### src/rtl/dmem_arbiter_if.sv
// Bundle for the two dmem requesters and the dmem port of dmem_arbiter.
// slave = arbiter side, master = requesters plus memory side.
interface dmem_arbiter_if #(
   parameter int unsigned ADDR_WIDTH = 32,
   parameter int unsigned WORD_WIDTH = 32
);
   logic                  m0_req,    m1_req;
   logic                  m0_wr_en,  m1_wr_en;
   logic                  m0_lock,   m1_lock;
   logic [ADDR_WIDTH-1:0] m0_addr,   m1_addr;
   logic [WORD_WIDTH-1:0] m0_wdata,  m1_wdata;
   logic                  m0_gnt,    m1_gnt;
   logic                  m0_rvalid, m1_rvalid;
   logic [WORD_WIDTH-1:0] m0_rdata,  m1_rdata;
   logic [ADDR_WIDTH-1:0] dmem_addr;
   logic [WORD_WIDTH-1:0] dmem_data_in;
   logic                  dmem_wr_en;
   logic                  dmem_mem_read;
   logic [WORD_WIDTH-1:0] dmem_data_out;

   modport slave (
      input  m0_req, m1_req, m0_wr_en, m1_wr_en, m0_lock, m1_lock,
      input  m0_addr, m1_addr, m0_wdata, m1_wdata, dmem_data_out,
      output m0_gnt, m1_gnt, m0_rvalid, m1_rvalid, m0_rdata, m1_rdata,
      output dmem_addr, dmem_data_in, dmem_wr_en, dmem_mem_read
   );

   modport master (
      output m0_req, m1_req, m0_wr_en, m1_wr_en, m0_lock, m1_lock,
      output m0_addr, m1_addr, m0_wdata, m1_wdata, dmem_data_out,
      input  m0_gnt, m1_gnt, m0_rvalid, m1_rvalid, m0_rdata, m1_rdata,
      input  dmem_addr, dmem_data_in, dmem_wr_en, dmem_mem_read
   );
endinterface

### src/rtl/dmem_arbiter.sv
// Two-master arbiter for the single-port dmem with locked sequences.
// DMEM_ARB_RR_EN selects round-robin contention; otherwise m0 has fixed priority.
module dmem_arbiter #(
   parameter int unsigned ADDR_WIDTH = 32,
   parameter int unsigned WORD_WIDTH = 32
) (
   input logic            clk,
   input logic            nrst,
   dmem_arbiter_if.slave  bus
);
   typedef enum logic [1:0] {FREE, LOCK0, LOCK1} owner_e;

   owner_e                owner_q, owner_d;
   logic                  gnt0, gnt1;
   logic                  rd0, rd1;
   logic                  rvalid0_q, rvalid1_q;
   logic [WORD_WIDTH-1:0] rdata0_q, rdata1_q;
   logic [ADDR_WIDTH-1:0] addr_mux;
   logic [WORD_WIDTH-1:0] wdata_mux;
   logic                  wr_mux, rd_mux;
`ifdef DMEM_ARB_RR_EN
   logic                  last_q, last_d;
`endif

   // Grant is held low during reset so nothing reaches dmem while nrst is low.
   always_comb begin
      gnt0 = 1'b0;
      gnt1 = 1'b0;
      if (nrst) begin
         case (owner_q)
            FREE: begin
               if (bus.m0_req && bus.m1_req) begin
`ifdef DMEM_ARB_RR_EN
                  gnt0 = last_q;
                  gnt1 = ~last_q;
`else
                  gnt0 = 1'b1;
`endif
               end else begin
                  gnt0 = bus.m0_req;
                  gnt1 = bus.m1_req;
               end
            end
            LOCK0:   gnt0 = bus.m0_req;
            LOCK1:   gnt1 = bus.m1_req;
            default: ;
         endcase
      end
   end

   always_comb begin
      owner_d = FREE;
      if (gnt0 && bus.m0_lock) begin
         owner_d = LOCK0;
      end else if (gnt1 && bus.m1_lock) begin
         owner_d = LOCK1;
      end
   end

`ifdef DMEM_ARB_RR_EN
   always_comb begin
      last_d = last_q;
      if (gnt0) begin
         last_d = 1'b0;
      end else if (gnt1) begin
         last_d = 1'b1;
      end
   end
`endif

   always_comb begin
      addr_mux  = '0;
      wdata_mux = '0;
      wr_mux    = 1'b0;
      rd_mux    = 1'b0;
      if (gnt0) begin
         addr_mux  = bus.m0_addr;
         wdata_mux = bus.m0_wdata;
         wr_mux    = bus.m0_wr_en;
         rd_mux    = ~bus.m0_wr_en;
      end else if (gnt1) begin
         addr_mux  = bus.m1_addr;
         wdata_mux = bus.m1_wdata;
         wr_mux    = bus.m1_wr_en;
         rd_mux    = ~bus.m1_wr_en;
      end
   end

   assign rd0 = gnt0 & ~bus.m0_wr_en;
   assign rd1 = gnt1 & ~bus.m1_wr_en;

   always_ff @(posedge clk or negedge nrst) begin
      if (!nrst) begin
         owner_q   <= FREE;
         rvalid0_q <= 1'b0;
         rvalid1_q <= 1'b0;
         rdata0_q  <= '0;
         rdata1_q  <= '0;
      end else begin
         owner_q   <= owner_d;
         rvalid0_q <= rd0;
         rvalid1_q <= rd1;
         if (rd0) begin
            rdata0_q <= bus.dmem_data_out;
         end
         if (rd1) begin
            rdata1_q <= bus.dmem_data_out;
         end
      end
   end

`ifdef DMEM_ARB_RR_EN
   // Reset to 1 so m0 wins the first contention.
   always_ff @(posedge clk or negedge nrst) begin
      if (!nrst) begin
         last_q <= 1'b1;
      end else begin
         last_q <= last_d;
      end
   end
`endif

   assign bus.m0_gnt        = gnt0;
   assign bus.m1_gnt        = gnt1;
   assign bus.m0_rvalid     = rvalid0_q;
   assign bus.m1_rvalid     = rvalid1_q;
   assign bus.m0_rdata      = rdata0_q;
   assign bus.m1_rdata      = rdata1_q;
   assign bus.dmem_addr     = addr_mux;
   assign bus.dmem_data_in  = wdata_mux;
   assign bus.dmem_wr_en    = wr_mux;
   assign bus.dmem_mem_read = rd_mux;
endmodule

### src/flat_wrapper.sv
// flat-port wrapper written by rule: the top's interface ports become plain ports
module dmem_arbiter_flat 
#(
   parameter int unsigned ADDR_WIDTH = 32,
   parameter int unsigned WORD_WIDTH = 32
)
  (clk, nrst, bus_m0_req, bus_m1_req, bus_m0_wr_en, bus_m1_wr_en, bus_m0_lock, bus_m1_lock, bus_m0_addr, bus_m1_addr, bus_m0_wdata, bus_m1_wdata, bus_dmem_data_out, bus_m0_gnt, bus_m1_gnt, bus_m0_rvalid, bus_m1_rvalid, bus_m0_rdata, bus_m1_rdata, bus_dmem_addr, bus_dmem_data_in, bus_dmem_wr_en, bus_dmem_mem_read);
  dmem_arbiter_if #(.ADDR_WIDTH(ADDR_WIDTH), .WORD_WIDTH(WORD_WIDTH)) bus_i ();
  input logic clk;
  input logic nrst;
  input wire logic [$bits(bus_i.m0_req)-1:0] bus_m0_req;
  input wire logic [$bits(bus_i.m1_req)-1:0] bus_m1_req;
  input wire logic [$bits(bus_i.m0_wr_en)-1:0] bus_m0_wr_en;
  input wire logic [$bits(bus_i.m1_wr_en)-1:0] bus_m1_wr_en;
  input wire logic [$bits(bus_i.m0_lock)-1:0] bus_m0_lock;
  input wire logic [$bits(bus_i.m1_lock)-1:0] bus_m1_lock;
  input wire logic [$bits(bus_i.m0_addr)-1:0] bus_m0_addr;
  input wire logic [$bits(bus_i.m1_addr)-1:0] bus_m1_addr;
  input wire logic [$bits(bus_i.m0_wdata)-1:0] bus_m0_wdata;
  input wire logic [$bits(bus_i.m1_wdata)-1:0] bus_m1_wdata;
  input wire logic [$bits(bus_i.dmem_data_out)-1:0] bus_dmem_data_out;
  output wire logic [$bits(bus_i.m0_gnt)-1:0] bus_m0_gnt;
  output wire logic [$bits(bus_i.m1_gnt)-1:0] bus_m1_gnt;
  output wire logic [$bits(bus_i.m0_rvalid)-1:0] bus_m0_rvalid;
  output wire logic [$bits(bus_i.m1_rvalid)-1:0] bus_m1_rvalid;
  output wire logic [$bits(bus_i.m0_rdata)-1:0] bus_m0_rdata;
  output wire logic [$bits(bus_i.m1_rdata)-1:0] bus_m1_rdata;
  output wire logic [$bits(bus_i.dmem_addr)-1:0] bus_dmem_addr;
  output wire logic [$bits(bus_i.dmem_data_in)-1:0] bus_dmem_data_in;
  output wire logic [$bits(bus_i.dmem_wr_en)-1:0] bus_dmem_wr_en;
  output wire logic [$bits(bus_i.dmem_mem_read)-1:0] bus_dmem_mem_read;
  assign bus_i.m0_req = bus_m0_req;
  assign bus_i.m1_req = bus_m1_req;
  assign bus_i.m0_wr_en = bus_m0_wr_en;
  assign bus_i.m1_wr_en = bus_m1_wr_en;
  assign bus_i.m0_lock = bus_m0_lock;
  assign bus_i.m1_lock = bus_m1_lock;
  assign bus_i.m0_addr = bus_m0_addr;
  assign bus_i.m1_addr = bus_m1_addr;
  assign bus_i.m0_wdata = bus_m0_wdata;
  assign bus_i.m1_wdata = bus_m1_wdata;
  assign bus_i.dmem_data_out = bus_dmem_data_out;
  assign bus_m0_gnt = bus_i.m0_gnt;
  assign bus_m1_gnt = bus_i.m1_gnt;
  assign bus_m0_rvalid = bus_i.m0_rvalid;
  assign bus_m1_rvalid = bus_i.m1_rvalid;
  assign bus_m0_rdata = bus_i.m0_rdata;
  assign bus_m1_rdata = bus_i.m1_rdata;
  assign bus_dmem_addr = bus_i.dmem_addr;
  assign bus_dmem_data_in = bus_i.dmem_data_in;
  assign bus_dmem_wr_en = bus_i.dmem_wr_en;
  assign bus_dmem_mem_read = bus_i.dmem_mem_read;
  dmem_arbiter #(.ADDR_WIDTH(ADDR_WIDTH), .WORD_WIDTH(WORD_WIDTH)) u_core (.clk(clk), .nrst(nrst), .bus(bus_i));
endmodule
### config.mk
export PLATFORM = sky130hd
export DESIGN_NAME = dmem_arbiter_flat
export DESIGN_NICKNAME = d
export VERILOG_FILES = /design/src/rtl/dmem_arbiter_if.sv /design/src/rtl/dmem_arbiter.sv /design/src/flat_wrapper.sv
export SDC_FILE = /design/constraint.sdc
export NUM_CORES = 1
export LEC_CHECK = 0
export ABC_CLOCK_PERIOD_IN_PS = 5700
export CAP_MARGIN = 25
export CORE_AREA = 2 2 118 120
export CTS_CLUSTER_SIZE = 30
export DETAILED_ROUTE_END_ITERATION = 8
export DIE_AREA = 0 0 120 122
export GPL_TIMING_DRIVEN = 0
export PLACE_DENSITY = 0.67
export SLEW_MARGIN = 20
export SYNTH_ARGS = -nofsm -noshare
export SYNTH_HDL_FRONTEND = slang
export SYNTH_SLANG_ARGS = --single-unit
### constraint.sdc
create_clock -name clk -period 5.7 [get_ports clk]
set_input_delay 1.71 -clock clk [delete_from_list [all_inputs] [get_ports clk]]
set_output_delay 1.71 -clock clk [all_outputs]
set_load 0.05 [all_outputs]
==> results of run 1 <==
[state kept, by name (all words and copies together), names as in the netlist]
register              cells
u_core.bus.m0_rvalid      1
u_core.owner_q            2
u_core.bus.m0_rdata      32
u_core.bus.m1_rdata      32
u_core.bus.m1_rvalid      1
[power by group through the flow]
stage	combinational, mW	sequential [mW]	clock, mW
2_1_floorplan	0.277	1.01	0
3_3_place_gp	1.07	0.645	0
3_5_place_dp	1.08	0.648	0
4_1_cts	1.08	0.643	0.555
5_1_grt	1.11	0.654	0.574
6_report	1.07	0.641	0.535
[path summary, 6_finish.rpt]
path	from	end	slack, ns	cells past startpoint
max	bus_m0_req	bus_dmem_addr[17]	0.12	6
min	u_core.bus.m1_rdata[11]	u_core.bus.m1_rdata[11]	0.50	1
max reg2reg	u_core.owner_q[1]	u_core.bus.m0_rdata[12]	4.05	6
min reg2reg	u_core.bus.m1_rdata[11]	u_core.bus.m1_rdata[11]	0.50	1
max in group asynchronous	nrst	u_core.bus.m1_rdata[3]	3.94	2
min in group asynchronous	nrst	u_core.bus.m1_rdata[18]	1.27	1
[timing repair]
action / in CTS / in global routing
cloned: 0 / 0
hold endpoints to repair: 0 / 0
gates resized for setup: 6 / 36
endpoints found under the setup margin: 6 / 54
[layout make-up]
type                       count  area (um2)
fill                        1168        6550
timing repair buffer         302        3110
sequential                    68        1700
multi-input combinational    138        1470
clock buffer                  11         233
tap                          180         225
buffer                        22         153
clock inverter                 5        52.6
antenna                        2        5.00
inverter                       1        3.75
[stage by stage]
step                util (%)  setup slack (ns)
floorplan                  -             0.843
global placement        48.6             -2.52
detailed placement      48.8           -0.0368
CTS                     50.8           0.00269
global route            51.5          0.000109
finish                  51.5             0.120
[per-layer routing]
layer	global-route usage, %	up-vias	wire [um]
met5	0	-	22
met4	4.26	4	214
met1	19.9	1584	5150
li1	-	1508	-
met2	30.1	161	7010
met3	7.72	20	1360
[cells in the final DEF, fill, tap and decap left out, drive strengths merged, types with 2 or more instances in the layout]
| cell | count |
|---|---|
| clkdlybuf4s50 | 261 |
| dfrtp | 68 |
| a22o | 65 |
| mux2 | 64 |
| dlymetal6s2s | 33 |
| buf | 19 |
| clkbuf | 16 |
| dlygate4sd2 | 6 |
| clkinv | 3 |
| diode | 2 |
| nand2b | 2 |
| and2 | 2 |
[logic make-up after synthesis]
kind of cell           after synthesis  share of synthesized area [%]
AOI/OAI and AO/OA                   65                           17.1
buffers and inverters               23                           4.66
DFF                                 68                           51.1
muxes                               64                           24.8
and+or+nand+nor                      9                           2.29
==> impl_metrics.toml, run 1 <==
[sta]
relSlewSlack_pct = 60.1
hold_viol = 0
setup-tns-final_ns = 0
drv_slew = 0
finalSetupViolCount = 0
grt_setup_unrepaired = "false"
tightest_slew_ns = 0.598
skew_ns = 0.00412
holdWs_ns = 0.502
fin_crit_sh_pct = 97.9
fin_crit_ns = 5.58
fmax_mhz = 179

[synthesis]
synth_edf_count = 0
synth.distinct_cells = 17
yosys_register_bits = 68
yosysWarnings = 0
netlist.area_leader.share_pct = 51.1
synthesis.nets = 397
synth_area_um2 = 3330
yosysMostFrequentCell = "dfrtp_1"
syn_area_per_cell_um2 = 14.5
ys_seq_area_share_pct = 51.1
postSynthCellCount = 229
synthTopCellsByCount = "dfrtp_1, a22o_1, mux2_2"
synthArstFlopShare_pct = 100
yosys-top-cells-area = "dfrtp_1, a22o_1, mux2_4"
synth_ff_type = "dfrtp_1"
yosysTopAreaCell = "dfrtp_1"

[cts]
cts.clk_slew.worst_paths_ns = 0.05
cts_hold_buf = 0
cts-htree-levels = 3
cts_made_buffers = 9
numClockSinks = 68
clock_path_buffers = 2
cts_setup_buffers = 0
cts_tree = "done"
root_buffer = "clkbuf_16"
clock_latency_ns = 0.32

[drt]
ant_nets = 0
drt_first_pass_iters = 4
drc_errors = 0
via_per_inst = 4.50
drt_iter0_drc = 93
vias = 3277
routed_wl_mm = 13.7
wire_per_inst_um = 18.9

[power_and_ir_drop]
p_int_mw = 1.36
p_per_area_nw_per_um2 = 323
combinationalPowerShare_pct = 47.6
ir_drop_v = 0.000280
switchingPower_mw = 0.883
p_seq_share_pct = 28.5
sw_frac_of_total_pct = 39.3
power_leakage_nw = 3.39
power_frac_clock_pct = 23.8
total_power_mw = 2.25

[worst_hold_path]
hold_class = "reg2reg"

[critical_path]
crit_family = "buffers and inverters"
max_stage_delay_ns = 0.82
worst_setup_path_end_kind = "output pin"
path_cells = "clkdlybuf4s50_1 > and3b_1 > clkbuf_2 > clkbuf_1 > a22o_1 > clkdlybuf4s50_1"
worstPathRequired_ns = 3.99
crit_buf_inv = 4
cpMostUsedCell = "clkdlybuf4s50_1"
crit_arrival_ns = 3.87
worst_path_max_delay_cell = "clkdlybuf4s50_1"
path_class = "in2out"
crit_path_start_kind = "primary input"
crit_fanout = 10

[global_routing]
grt_pass1_wl_mm = 19.6
antenna_found_initial = 4
grt_max_degree = 38
gr-total-overflow = 0
grt_usage_pct = 17.5
grt_pass1_vias = 3534

[die]
num_io_pins = 302
die_w_um = 120
std_cell_rows = 43
core_um2 = 13500
die_h_um = 122
start_util_pct = 24.6
die-area_um2 = 14600

[placement]
placed_cell_area_um2 = 6580
dpl.cell_count = 711
hpwl_mm = 11.0
globalplace.congestion = 0.761
port_buffers = 301

[cells_and_area]
layout.nets = 710
area_delta_synth_final_pct = 109
final_area_um2 = 6950
instances_no_fill = 729
drive_above_1_share_pct = 18.8

[status]
outcome = "complete, no violations"

[flow_run]
max_cap_viol_count = 0
(Power assumes the default switching activity.)
==> inputs of run 2 (changes only) <==
CTS_CLUSTER_SIZE = 40   (was 30)
==> results of run 2 <==
The final DEF is identical to that of run 1; final timing and power are the same.
